$ cat src/rtl/fifo_ctrl_dp.sv
// FIFO controller for an external simple dual-port RAM with 1-cycle registered read.
// Output side is first-word-fall-through through a 2-entry skid that hides the read latency.
module fifo_ctrl_dp #(
  parameter int DATAWIDTH = 8,
  parameter int ADDRWIDTH = 9
) (
  input  logic                 clk,
  input  logic                 reset_l,
  input  logic [DATAWIDTH-1:0] in_data,
  input  logic                 in_valid,
  output logic                 in_ready,
  output logic [DATAWIDTH-1:0] out_data,
  output logic                 out_valid,
  input  logic                 out_ready,
  output logic [ADDRWIDTH+1:0] level,
  output logic                 ram_enable,
  output logic [DATAWIDTH-1:0] ram_wr_data,
  output logic [ADDRWIDTH-1:0] ram_wr_addr,
  output logic                 ram_we,
  output logic [ADDRWIDTH-1:0] ram_rd_addr,
  input  logic [DATAWIDTH-1:0] ram_rd_data
);

  localparam int CW = ADDRWIDTH + 1;
  localparam int LW = ADDRWIDTH + 2;

  logic [ADDRWIDTH-1:0] wr_ptr_q, wr_ptr_d;
  logic [ADDRWIDTH-1:0] rd_ptr_q, rd_ptr_d;
  logic [CW-1:0]        ram_cnt_q, ram_cnt_d;
  logic                 rd_inflight_q, rd_inflight_d;
  logic [1:0]           skid_cnt_q, skid_cnt_d;
  logic [DATAWIDTH-1:0] skid_head_q, skid_head_d;
  logic [DATAWIDTH-1:0] skid_tail_q, skid_tail_d;
  logic                 out_valid_q, out_valid_d;
  logic                 in_ready_q, in_ready_d;
  logic [LW-1:0]        level_q, level_d;
  logic                 ram_enable_q;

  logic                 push_s;
  logic                 pop_s;
  logic                 rd_issue_s;
  logic [2:0]           skid_need_s;

  assign push_s      = in_valid & in_ready_q;
  assign pop_s       = out_valid_q & out_ready;
  // Skid slots still committed after this cycle's pop; a new read only fits if below 2.
  assign skid_need_s = {1'b0, skid_cnt_q} + {2'b00, rd_inflight_q} - {2'b00, pop_s};
  assign rd_issue_s  = (ram_cnt_q != {CW{1'b0}}) && (skid_need_s < 3'd2);

  // Pointer, occupancy and ready/level next-state.
  always_comb begin
    wr_ptr_d      = wr_ptr_q;
    rd_ptr_d      = rd_ptr_q;
    rd_inflight_d = rd_issue_s;
    if (push_s) begin
      wr_ptr_d = wr_ptr_q + ADDRWIDTH'(1);
    end else begin
      wr_ptr_d = wr_ptr_q;
    end
    if (rd_issue_s) begin
      rd_ptr_d = rd_ptr_q + ADDRWIDTH'(1);
    end else begin
      rd_ptr_d = rd_ptr_q;
    end
    ram_cnt_d  = ram_cnt_q + CW'(push_s) - CW'(rd_issue_s);
    in_ready_d = ~ram_cnt_d[ADDRWIDTH];
    level_d    = LW'(ram_cnt_d) + LW'(rd_inflight_d) + LW'(skid_cnt_d);
  end

  // Skid next-state: load returning RAM word, advance head on pop.
  always_comb begin
    skid_head_d = skid_head_q;
    skid_tail_d = skid_tail_q;
    skid_cnt_d  = skid_cnt_q;
    if (rd_inflight_q) begin
      case (skid_cnt_q)
        2'd0: begin
          skid_head_d = ram_rd_data;
          skid_cnt_d  = 2'd1;
        end
        2'd1: begin
          if (pop_s) begin
            skid_head_d = ram_rd_data;
            skid_cnt_d  = 2'd1;
          end else begin
            skid_tail_d = ram_rd_data;
            skid_cnt_d  = 2'd2;
          end
        end
        2'd2: begin
          // Only reachable with a pop, since the issue rule reserved this slot.
          skid_head_d = skid_tail_q;
          skid_tail_d = ram_rd_data;
          skid_cnt_d  = 2'd2;
        end
        default: begin
          skid_cnt_d = skid_cnt_q;
        end
      endcase
    end else if (pop_s) begin
      if (skid_cnt_q == 2'd2) begin
        skid_head_d = skid_tail_q;
        skid_cnt_d  = 2'd1;
      end else begin
        skid_cnt_d  = 2'd0;
      end
    end else begin
      skid_cnt_d = skid_cnt_q;
    end
    out_valid_d = (skid_cnt_d != 2'd0);
  end

  // State registers; reset discards all held and in-flight words.
  always_ff @(posedge clk or negedge reset_l) begin
    if (!reset_l) begin
      wr_ptr_q      <= {ADDRWIDTH{1'b0}};
      rd_ptr_q      <= {ADDRWIDTH{1'b0}};
      ram_cnt_q     <= {CW{1'b0}};
      rd_inflight_q <= 1'b0;
      skid_cnt_q    <= 2'd0;
      skid_head_q   <= {DATAWIDTH{1'b0}};
      skid_tail_q   <= {DATAWIDTH{1'b0}};
      out_valid_q   <= 1'b0;
      in_ready_q    <= 1'b0;
      level_q       <= {LW{1'b0}};
      ram_enable_q  <= 1'b0;
    end else begin
      wr_ptr_q      <= wr_ptr_d;
      rd_ptr_q      <= rd_ptr_d;
      ram_cnt_q     <= ram_cnt_d;
      rd_inflight_q <= rd_inflight_d;
      skid_cnt_q    <= skid_cnt_d;
      skid_head_q   <= skid_head_d;
      skid_tail_q   <= skid_tail_d;
      out_valid_q   <= out_valid_d;
      in_ready_q    <= in_ready_d;
      level_q       <= level_d;
      ram_enable_q  <= 1'b1;
    end
  end

  assign in_ready    = in_ready_q;
  assign out_data    = skid_head_q;
  assign out_valid   = out_valid_q;
  assign level       = level_q;
  assign ram_enable  = ram_enable_q;
  assign ram_wr_data = in_data;
  assign ram_wr_addr = wr_ptr_q;
  assign ram_we      = push_s;
  assign ram_rd_addr = rd_ptr_q;

endmodule

$ cat config.mk
export PLATFORM = sky130hd
export DESIGN_NAME = fifo_ctrl_dp
export DESIGN_NICKNAME = d
export VERILOG_FILES = /design/src/rtl/fifo_ctrl_dp.sv
export SDC_FILE = /design/constraint.sdc
export NUM_CORES = 1
export LEC_CHECK = 0
export CORE_ASPECT_RATIO = 1.75
export CORE_UTILIZATION = 46
export CTS_CLUSTER_DIAMETER = 50
export DETAILED_ROUTE_END_ITERATION = 16
export PLACE_DENSITY_LB_ADDON = 0.2
export SLEW_MARGIN = 10
export SYNTH_ARGS = -nofsm -noshare
export SYNTH_HDL_FRONTEND = slang
export SYNTH_SLANG_ARGS = --single-unit
$ cat constraint.sdc
create_clock -name clk -period 5.82 [get_ports clk]
set_input_delay 1.455 -clock clk [delete_from_list [all_inputs] [get_ports clk]]
set_output_delay 1.455 -clock clk [all_outputs]
set_load 0.01 [all_outputs]
==> summary.md <==
| Metric | Value |
|---|---|
| Grt ovf | `0` |
| Critical-path cell list | `clkdlybuf4s50_1 -> nand2_1 -> and2_1 -> o21ai_0 -> fa_1 -> o311a_1 -> ha_1 -> inv_1 -> ha_1 -> fa_1 -> inv_1 -> fa_1 -> or4_1 -> nor3b_1 -> xor2_1` |
| Vias per cell | `about 5.0` |
| Fin crit share | `93.2%` |
| Vias in the first global route | `just over 2000` |
| Die Ht | `110 um` |
| Fraction of registers with async set/reset | `between 90% and 100%` |
| Routed WL | `5620 um` |
| Critical Path Start Type | `input port` |
| Status | `completed` |
| Fill count | `546` |
| Worst slew margin | `25.5%` |
| Die ar. | `7020 um2` |
| Clk sink count | `61` |
| CP max stage delay | `about 640 ps` |
| Post-CTS Setup Inserts | `0` |
| Synth Net Count | `321` |
| Port Buf Inserts | `52` |
| Ys Warns | `0` |
| Detail Route Antenna Nets | `0` |
| Wire length per cell | `13.3 um` |
| HP Class | `reg2reg` |
| Worst-skew pair later-pin latency | `roughly 320 ps` |
| Worst Path Buf+Inv | `3` |
| Multi-input logic area | `1340 um2` |
| Via count | `2118` |
| Area delta synth->final | `28.0%` |
| Row Count | `39` |
| Distinct cells, synth | `40` |
| CP max FO | `5` |
| Worst-margin pin slew | `between 1000 and 1500 ps` |
| CTS buffer count | `9` |
| Die X-Extent | `63.7 um` |
| Fmax | `0.184 GHz` |
| Pre-Repair DR Iteration Count | `4` |
| FF-to-FF Start | `out_valid` |
| Layout Skew | `6.19 ps` |
| Post_cts resized | `0` |
| # DRC | `0` |
| Most frequent cell after synthesis | `dfrtp_1` |
| WP data arrival | `5660 ps` |
| Dominant synthesized flop cell | `dfrtp_1` |
| Final nets | `375` |
| Post-synth EDFFs | `0` |
| Layout cell share with drive strength beyond 1 | `slightly below 10%` |
| Cts hold-fix bufs | `0` |
| Post-DP HPWL | `4250 um` |
| Initial DRC Count | `78` |
| Final Hold Slack | `472 ps` |
| First-pass GRT wire length | `~9400 um` |
| Slowest CP cell | `or4_1` |
| Critical Path Source | `out_ready` |
| H-Tree Depth | `3` |
| Pin count of the biggest net entering global routing | `62` |
| Initial antenna violation count | `0` |
| ANT cells | `0` |
| Final Wtd Congestion | `0.770` |
| Syn Area/Cell | `11.0 um2` |
| Ports | `slightly below 70` |
| CP endpoint kind | `flip-flop` |
| Most frequent cells after synthesis | `dfrtp_1, inv_1, nor2_1` |
| GRT Overall Usage | `18.0%` |
| Starting Density | `47.3%` |
| Part of the Yosys area used for sequential elements | `around half` |
| Final hold vios | `0` |
| Fin Setup TNS | `0 ps` |
| Top cells by area, synth | `dfrtp_1, ha_1, xnor2_1, inv_1, mux2_2` |
| Max Cap Viol | `0` |
| CTS root buf | `clkbuf_16` |
| Min Tclk post-route | `roughly 5400 ps` |
| Hold Startpoint | `ram_wr_addr[8]` |
| Synthesized instance count | `280` |
| Core area | `6490 um2` |
| Cell mode on critical path | `fa_1` |
| Reg2reg setup slack | `1630 ps` |
| Worst EP required | `~6100 ps` |
| WS Path Type | `in2reg` |
| CP delay by family, top | `adder cells` |
| Sequential cell area | `1530 um2` |
| #FFs+latches synth | `61` |
| Clock tree buffer depth | `2` |
| CTS tree | `done` |
| Final setup vio count | `0` |
| Slew Limit Fails | `0` |
| Synth top area share | `49.7%` |
| RSZ-0062 raised after global routing | `false` |
| Area leader, netlist | `dfrtp_1` |
| Worst-path clk slew | `roughly 50 ps` |
| Post-Syn Area | `3070 um2` |
[metrics by stage]
stage                     worst slack (ps)  instance area [um2]  cells  utilization [%]
after detailed placement              63.1                 3630    405             56.0
after global placement                 151                 3630    405             56.0
final                                  396                 3930    421             60.5
after global routing                   202                 3930    421             60.5
after floorplan                        650                 3070    280                -
after CTS                              377                 3930    421             60.5
[final timing paths]
kind | to | depth (start not counted)
max in group asynchronous | ram_rd_addr[3] | 2
min in group asynchronous | out_valid | 2
worst max register to register | level[8] | 15
worst min register to register | ram_wr_addr[8] | 1
worst max-delay path | level[8] | 15
worst min-delay path | ram_wr_addr[8] | 1
[state kept, by name, summed over array words and instances (netlist names)]
| name | count |
|---|---|
| in_ready | 1 |
| level | 11 |
| out_data | 8 |
| out_valid | 1 |
| ram_cnt_q | 10 |
| ram_enable | 1 |
| ram_rd_addr | 9 |
| ram_wr_addr | 9 |
| rd_inflight_q | 1 |
| skid_cnt_q | 2 |
| skid_tail_q | 8 |
[cell usage in the layout, fill, tap and decap left out, types with 10 or more instances in the layout]
cell and count:
inv_1 30, xnor2_1 21, ha_1 17, xor2_1 10
nor2_1 22, mux2_2 10, a21oi_1 14, clkdlybuf4s50_1 51
dfrtp_1 61, nand2_1 14
[logic make-up (layout without fill, tap and decap cells)]
kind of cell / count (synthesis) / after routing / synth area share (%)
AND/OR/NAND/NOR: 71 / 71 / 12.2
flip-flops: 61 / 61 / 49.7
buffers and inverters: 44 / 103 / 6.60
AO/OA/AOI/OAI: 33 / 33 / 6.69
XOR/XNOR: 31 / 31 / 8.85
adder cells (fa/ha/maj): 21 / 21 / 9.54
multiplexers: 18 / 18 / 6.28
other: 1 / 1 / 0.122
[final cells by class]
type / instances / share of cell area (%)
clock buffers: 12 / 6.27
clock inverters: 4 / 1.21
inverters: 30 / 2.87
multi-input cells: 175 / 34.1
flip-flops and latches: 61 / 38.9
well taps: 82 / 2.61
repair buffers: 57 / 14.1
[per-layer routing]
| layer | global-route usage [%] | wire length (um) |
|---|---|---|
| met5 | 0 | 0 |
| met3 | 4.63 | 182 |
| met2 | 33.1 | 3140 |
| met4 | 9.42 | 114 |
| met1 | 18.5 | 2180 |
Power is not shown: default switching activity piles up to over one toggle a cycle in this logic, so the estimate is an artifact.
